`src/rtl/sqrt_pkg.sv`:
```
// sqrt_pkg: state encoding and sizing helper shared by the sqrt_seq files.
package sqrt_pkg;
  typedef enum logic [1:0] {IDLE, CALC, DONE} state_t;
  function automatic int calc_n(input int width, input int bpc);
    return (width / 2) / bpc;
  endfunction
endpackage

```
`src/rtl/sqrt_step.sv`:
```
// sqrt_step: one restoring digit-by-digit square-root iteration (combinational).
module sqrt_step #(
  parameter int HW = 8
) (
  input  logic [HW+1:0] rem_in,
  input  logic [HW-1:0] root_in,
  input  logic [1:0]    xb,
  output logic [HW+1:0] rem_out,
  output logic [HW-1:0] root_out
);
  logic [HW+3:0] rem_t;
  logic [HW+1:0] trial;
  logic          ge;
  assign rem_t    = {rem_in, xb};
  assign trial    = {root_in, 2'b01};
  assign ge       = rem_t >= {2'b00, trial};
  assign rem_out  = ge ? rem_t[HW+1:0] - trial : rem_t[HW+1:0];
  assign root_out = {root_in[HW-2:0], ge};
endmodule

```
`src/rtl/sqrt_seq.sv`:
```
// sqrt_seq: sequential floor square root with remainder, valid/ready on both sides.
// Define SQRT_ROUND_EN to round the root to nearest (remainder stays the floor one).
module sqrt_seq
  import sqrt_pkg::*;
#(
  parameter int WIDTH          = 16,
  parameter int BITS_PER_CYCLE = 1
) (
  input  logic               clk,
  input  logic               rst_n,
  input  logic               in_valid,
  output logic               in_ready,
  input  logic [WIDTH-1:0]   x,
  output logic               out_valid,
  input  logic               out_ready,
  output logic [WIDTH/2-1:0] root,
  output logic [WIDTH/2:0]   rem
);
  localparam int HW = WIDTH / 2;
  localparam int N  = calc_n(WIDTH, BITS_PER_CYCLE);
  localparam int CW = N > 1 ? $clog2(N) : 1;
  state_t          state, state_nx;
  logic [WIDTH-1:0] x_sh;
  logic [HW+1:0]   rem_r;
  logic [HW-1:0]   root_r, root_fin;
  logic [CW-1:0]   cnt;
  logic [HW+1:0]   rem_ch  [BITS_PER_CYCLE+1];
  logic [HW-1:0]   root_ch [BITS_PER_CYCLE+1];
  if ((WIDTH % 2) != 0 || WIDTH < 4 || ((WIDTH / 2) % BITS_PER_CYCLE) != 0) begin : g_bad_cfg
    $error("sqrt_seq: WIDTH must be even and >= 4, BITS_PER_CYCLE must divide WIDTH/2");
  end
  assign rem_ch[0]  = rem_r;
  assign root_ch[0] = root_r;
  for (genvar i = 0; i < BITS_PER_CYCLE; i++) begin : g_step
    sqrt_step #(.HW(HW)) u_step (
      .rem_in  (rem_ch[i]),
      .root_in (root_ch[i]),
      .xb      (x_sh[WIDTH-1-2*i -: 2]),
      .rem_out (rem_ch[i+1]),
      .root_out(root_ch[i+1])
    );
  end
`ifdef SQRT_ROUND_EN
  // round up when the floor remainder exceeds the floor root, saturating at all-ones
  assign root_fin = (rem_ch[BITS_PER_CYCLE] > {2'b00, root_ch[BITS_PER_CYCLE]} && !(&root_ch[BITS_PER_CYCLE]))
                  ? root_ch[BITS_PER_CYCLE] + HW'(1) : root_ch[BITS_PER_CYCLE];
`else
  assign root_fin = root_ch[BITS_PER_CYCLE];
`endif
  always_ff @(posedge clk or negedge rst_n)
    if (!rst_n) state <= IDLE;
    else state <= state_nx;
  always_comb begin
    state_nx = state == IDLE ? (in_valid ? CALC : IDLE)
             : state == CALC ? (cnt == '0 ? DONE : CALC)
             : state == DONE ? (out_ready ? IDLE : DONE)
             : IDLE;
  end
  always_ff @(posedge clk or negedge rst_n)
    if (!rst_n) begin
      x_sh   <= '0;
      rem_r  <= '0;
      root_r <= '0;
      cnt    <= '0;
    end else if (state == IDLE && in_valid) begin
      x_sh   <= x;
      rem_r  <= '0;
      root_r <= '0;
      cnt    <= CW'(N - 1);
    end else if (state == CALC) begin
      x_sh   <= x_sh << (2 * BITS_PER_CYCLE);
      rem_r  <= rem_ch[BITS_PER_CYCLE];
      root_r <= cnt == '0 ? root_fin : root_ch[BITS_PER_CYCLE];
      cnt    <= cnt == '0 ? cnt : cnt - CW'(1);
    end
  assign in_ready  = state == IDLE;
  assign out_valid = state == DONE;
  assign root      = root_r;
  assign rem       = rem_r[HW:0];
endmodule
```
`config.mk`:
```
export PLATFORM = sky130hd
export DESIGN_NAME = sqrt_seq
export DESIGN_NICKNAME = d
export VERILOG_FILES = /design/src/rtl/sqrt_pkg.sv /design/src/rtl/sqrt_step.sv /design/src/rtl/sqrt_seq.sv
export SDC_FILE = /design/constraint.sdc
export NUM_CORES = 1
export LEC_CHECK = 0
export CORE_MARGIN = 5
export CORE_UTILIZATION = 40
export CTS_BUF_LIST = sky130_fd_sc_hd__clkbuf_8
export DETAILED_ROUTE_END_ITERATION = 6
export PLACE_DENSITY = 0.71
export REMOVE_ABC_BUFFERS = 1
export SYNTH_ARGS = -nofsm -noshare
export SYNTH_HDL_FRONTEND = slang
export SYNTH_SLANG_ARGS = --single-unit
```
`constraint.sdc`:
```
create_clock -name clk -period 1.8 [get_ports clk]
set_input_delay 0.36 -clock clk [delete_from_list [all_inputs] [get_ports clk]]
set_output_delay 0.36 -clock clk [all_outputs]
set_load 0.01 [all_outputs]
```
; ---- Word level (Yosys, flattened, before mapping)
; Cells that the tools add are included.
[classes]
n_addsub = 2
n_eq_ne = 3
order_cmp = 1
mux = 16
n_reduce_logical = 5
[op_table]
columns = op, count
row1 = $mux W16, 2
row2 = $mux W10, 3
row3 = $mux W8, 2
row4 = $ge A12 B10 Y1, 1
row5 = $mux W2, 5
row6 = $sub A10 B10 Y10, 1
row7 = $mux W3, 3
row8 = $logic_not A3 Y1, 1
row9 = $sub A3 B1 Y3 const B, 1
row10 = $eq A2 B1 Y1 const B, 1
row11 = $eq A2 B2 Y1 const B, 1
row12 = $logic_not A2 Y1, 1
row13 = $ne A2 B2 Y1 const B, 1
row14 = $reduce_and A2 Y1, 1
row15 = $reduce_bool A2 Y1, 1
row16 = $logic_and A1 B1 Y1, 1
row17 = $mux W1, 1
[word_totals]
elab_cells = 32
input_bits = 20
register_bits = 39

; ---- Logic depth before layout (Yosys ltp)
; Gate-level depths: netlist (run 1).
[logic_depth]
depth_word = 4
depth_mapped = 8
mapped_depth_nobuf = 7

; ---- Modules after synthesis
; A second synthesis (run 1) with hierarchy kept.
[hier_totals]
hier_cells = 276
hier_area_um2 = 2441.1
[by_module_without_submodules]
columns = module, cells_each, n_inst, area_per_inst_um2
row1 = sqrt_seq, 187, 1, 1754.2
row2 = sqrt_step, 89, 1, 686.9

; ---- Worst setup path after synthesis (run 1)
; OpenSTA, ideal clock, no wires.
[synth_path]
kind = flip-flop to flip-flop
startpoint = reg root_r[7] (netlist: root[7])
endpoint = reg rem_r[0]
required_ns = 1.674
path_stages_with_launch = 8
setup_time_ns = 0.126
t_arrival_ns = 1.897
path_buffers = 1
slack_ns = -0.223
path_cell_list = dfrtp_1 -> inv_1 -> ha_1 -> a2111oi_4 -> o41ai_2 -> or2_1 -> buf_6 -> a221o_1
[synth_between]
elab_chain_cells = 4
[synth_rtl]
columns = item, line_no
row1 = from (decl), sqrt_seq.sv:25  ; logic [HW-1:0] root_r, root_fin;
row2 = from (signal assigned), sqrt_seq.sv:73  ; root_r <= cnt == '0 ? root_fin : root_ch[BITS_PER_CYCLE];
row3 = $ge A12 B10 Y1, sqrt_step.sv:16  ; assign ge = rem_t >= {2'b00, trial};
row4 = $mux W10, sqrt_step.sv:17  ; assign rem_out = ge ? rem_t[HW+1:0] - trial : rem_t[HW+1:0];
row5 = $mux W10, sqrt_seq.sv:70  ; end else if (state == CALC) begin
row6 = $mux W10, sqrt_seq.sv:65  ; end else if (state == IDLE && in_valid) begin
row7 = to (signal assigned), sqrt_seq.sv:72  ; rem_r <= rem_ch[BITS_PER_CYCLE];
row8 = to (decl), sqrt_seq.sv:24  ; logic [HW+1:0] rem_r;
; Every way passes these cells. The select of a mux whose other input is x is not followed.
; A chain may end at the register's enable or synchronous reset.

; ---- Worst setup path after layout (run 1)
[layout_path]
startpoint = reg root_r[1] (netlist: root[1])
endpoint = reg rem_r[0]
; Same word-level chain as after synthesis.

==> flow_summary.json, run 1 <==
{
  "powerDensity_nw_per_um2": 2180,
  "cts-root-buf": "clkbuf_8",
  "portBuffers": 38,
  "syn_area_per_cell_sq_um": 8.79,
  "core_area_sq_um": 5890,
  "setup_viol": 10,
  "max_slew_margin_pct": 64.1,
  "setup_tns_ps": -562,
  "placed_area_sq_um": 3140,
  "p_leak_nw": 1.53,
  "power_frac_seq_pct": 21.0,
  "min_period_ps": 1940,
  "cts_max_level": 2,
  "drive_gt1_share_pct": 26.8,
  "grt_antenna_before_repair": 0,
  "hp-class": "input port to async pin",
  "power_frac_clock_pct": 9.4,
  "rsz0062_at_grt": "true",
  "grt_max_degree": 27,
  "clock_path_buffers": 2,
  "area_growth_pct": 44.2,
  "grt_pass1_vias": 2383,
  "dp_slack_ps": -185,
  "insertion_delay_ps": 290,
  "cts_tree": "built",
  "violations": "negative setup slack",
  "track_usage_pct": 18.1,
  "end_kind": "register",
  "final_area_sq_um": 3490,
  "status": "finished with violations",
  "critPathKind": "register to register",
  "worstPathMaxFanout": 5,
  "arrival_ps": 2120,
  "ys_seq_elements": 39,
  "start_kind": "register",
  "die-area_sq_um": 7700,
  "io_pins": 39,
  "fmax_ghz": 0.516,
  "dr.pass1.iters": 4,
  "post_drt_via_cell_ratio": 5.31,
  "drtAntennaViolNets": 0,
  "finalCritPeriodShare_pct": 108,
  "gp_congestion": 0.836,
  "yosys_warnings": 0,
  "wl_mm": 6.55,
  "start_util_pct": 41.1,
  "synth_cell_type_count": 41,
  "switching_power_w": 0.00324,
  "maxCapViolCount": 0,
  "clock_skew_ps": 6.94,
  "worstMarginPinSlew_ps": 539,
  "num_vias": 2261,
  "hpwlAfterDp_mm": 4.71,
  "totalPowerFinal_w": 0.00761,
  "cts.sinks": 39,
  "vdd_drop_max_mv": 1.16,
  "row_count": 28,
  "holdWs_ps": 49.7,
  "drtIter0Drc": 149,
  "setup_slack_ps": -140,
  "wl_per_cell_microns": 15.4,
  "ys_seq_area_share_pct": 40.4,
  "grt.overflow.total": 0,
  "swShare_pct": 42.6,
  "cts.clk_slew.worst_paths_ps": 80,
  "die_x_microns": 87.7,
  "cts_buffers": 5,
  "grt_first_pass_wirelength_mm": 11.1,
  "combPwrFrac_pct": 69.6,
  "required_ps": 1980,
  "finalMaxSlewViolations": 0,
  "drc_errors": 0,
  "netlist_instances": 275,
  "synth_area_sq_um": 2420,
  "die_y_microns": 87.7,
  "fin_nets": 383,
  "diodes": 0,
  "hold_viol": 0,
  "intPower_w": 0.00437
}
critical path: stages, from the launching register on:
cell     delay, ps
dfrtp_1        390
inv_2           80
ha_4           220
a21o_1         210
a31oi_4        180
o41ai_4        110
or2_4          300
a221o_1        330
final timing paths:
path | endpoint | startpoint | slack, ps | cells after the start
max | rem_r[0] | root[1] | -140 | 7
min | cnt[2] | rst_n | 50 | 1
max reg2reg | rem_r[0] | root[1] | -140 | 7
min reg2reg | cnt[0] | cnt[0] | 500 | 1
max in group asynchronous | rem_r[7] | rst_n | 1200 | 2
min in group clk | cnt[0] | cnt[0] | 500 | 1
registers in the layout (all words and copies together), names as in the netlist:
signal,cells
cnt,3
rem_r,10
root,8
state,2
x_sh,16
layout make-up:
cell class / instances / area, sq um
inverters: 15 / 56.3
fillers: 540 / 2400
well taps: 75 / 93.8
clock buffers: 5 / 68.8
flip-flops and latches: 39 / 977
repair buffers: 93 / 812
multi-input cells: 197 / 1440
clock inverters: 2 / 37.5
layout by cell type (no fill, tap or decap), drive strengths merged, types with 2 or more instances in the layout:
cell / netlist / final
nand2: 34 / 34
clkbuf: 12 / 5
inv: 15 / 15
a221o: 2 / 2
nor2b: 19 / 19
o31a: 2 / 2
nor2: 9 / 9
nand2b: 4 / 4
a22oi: 16 / 16
ha: 12 / 12
clkdlybuf4s50: 0 / 33
a21oi: 18 / 18
a31oi: 4 / 4
o21bai: 3 / 3
xor2: 5 / 5
buf: 12 / 56
o31ai: 2 / 2
a211oi: 2 / 2
nor3: 4 / 4
o21ai: 32 / 32
and3: 3 / 3
dlymetal6s2s: 0 / 3
dfrtp: 39 / 39
or2b: 3 / 3
o211ai: 9 / 9
stage by stage:
step	cells	util (%)
detailed placement	415	53.4
global route	426	59.2
floorplan	251	-
CTS	425	58.2
global placement	415	53.4
finish	426	59.2
Yosys cell counts:
library cell	instances	area [sq um]
a2111oi_4	1	27.5
a211oi_1	2	15.0
a21o_1	1	7.51
a21oi_1	18	90.1
a221o_1	2	20.0
a22oi_1	16	120
a31oi_1	4	25.0
a41o_1	1	10.0
and2b_1	1	7.51
and3_1	3	18.8
buf_2	2	10.0
buf_4	9	67.6
buf_6	1	11.3
clkbuf_1	11	41.3
clkbuf_4	1	7.51
dfrtp_1	39	976
ha_1	12	150
inv_1	15	56.3
nand2_1	34	128
nand2b_1	4	25.0
nand3_1	1	5.00
nand3b_1	1	7.51
nor2_1	9	33.8
nor2b_1	19	119
nor3_1	4	20.0
nor4_1	1	6.26
o211ai_1	9	67.6
o21a_1	1	7.51
o21ai_0	31	155
o21ai_1	1	5.00
o21bai_1	3	22.5
o2bb2ai_1	1	8.76
o311ai_1	1	8.76
o31a_1	2	17.5
o31ai_1	2	15.0
o41ai_2	1	16.3
or2_1	1	6.26
or2b_1	3	22.5
or3_1	1	6.26
xnor2_1	1	8.76
xor2_1	5	43.8
logic make-up (layout without fill, tap and decap cells):
group	count (synthesis)	in the layout	share of synthesized area [%]
compound gates	97	97	26.4
xor+xnor	6	6	2.17
fa+ha+maj	12	12	6.21
buf+inv	39	115	8.02
flops	39	39	40.4
simple gates	82	82	16.8
per-layer routing:
layer / part of all wire [%] / vias up / wire (microns) / global-route usage (%)
met5: 0 / - / 0 / 0
met4: 1.6 / 0 / 104 / 5.16
met3: 5.2 / 10 / 338 / 3.39
met2: 52 / 58 / 3410 / 32.1
met1: 41 / 1077 / 2700 / 22.4
li1: - / 1116 / - / -
timing repair:
item                                    in CTS  in global routing
buffers inserted                             2                  1
hold buffers                                 0                  0
endpoints found under the setup margin      13                 13
pin swaps                                    9                  9
gates resized for setup                     34                 11
cloned                                       1                  0
power groups by stage:
stage | combinational, W | sequential (W) | clock [W]
final | 0.00530 | 0.00160 | 0.000714
after global routing | 0.00582 | 0.00165 | 0.000776
after CTS | 0.00507 | 0.00160 | 0.000737
after detailed placement | 0.00453 | 0.00156 | 0
after global placement | 0.00442 | 0.00155 | 0
after floorplan | 0.00232 | 0.00169 | 0
No activity file was read; power rests on OpenSTA's default activity.
==> run 2, diff against run 1 <==
--- a/config.mk
+++ b/config.mk
@@ -8,6 +8,7 @@
 export CORE_MARGIN = 5
 export CORE_UTILIZATION = 40
 export CTS_BUF_LIST = sky130_fd_sc_hd__clkbuf_8
+export CTS_CLUSTER_SIZE = 25
 export DETAILED_ROUTE_END_ITERATION = 6
 export PLACE_DENSITY = 0.71
 export REMOVE_ABC_BUFFERS = 1
==> results of run 2 <==
No change in the layout: final DEF, timing and power equal those of run 1.
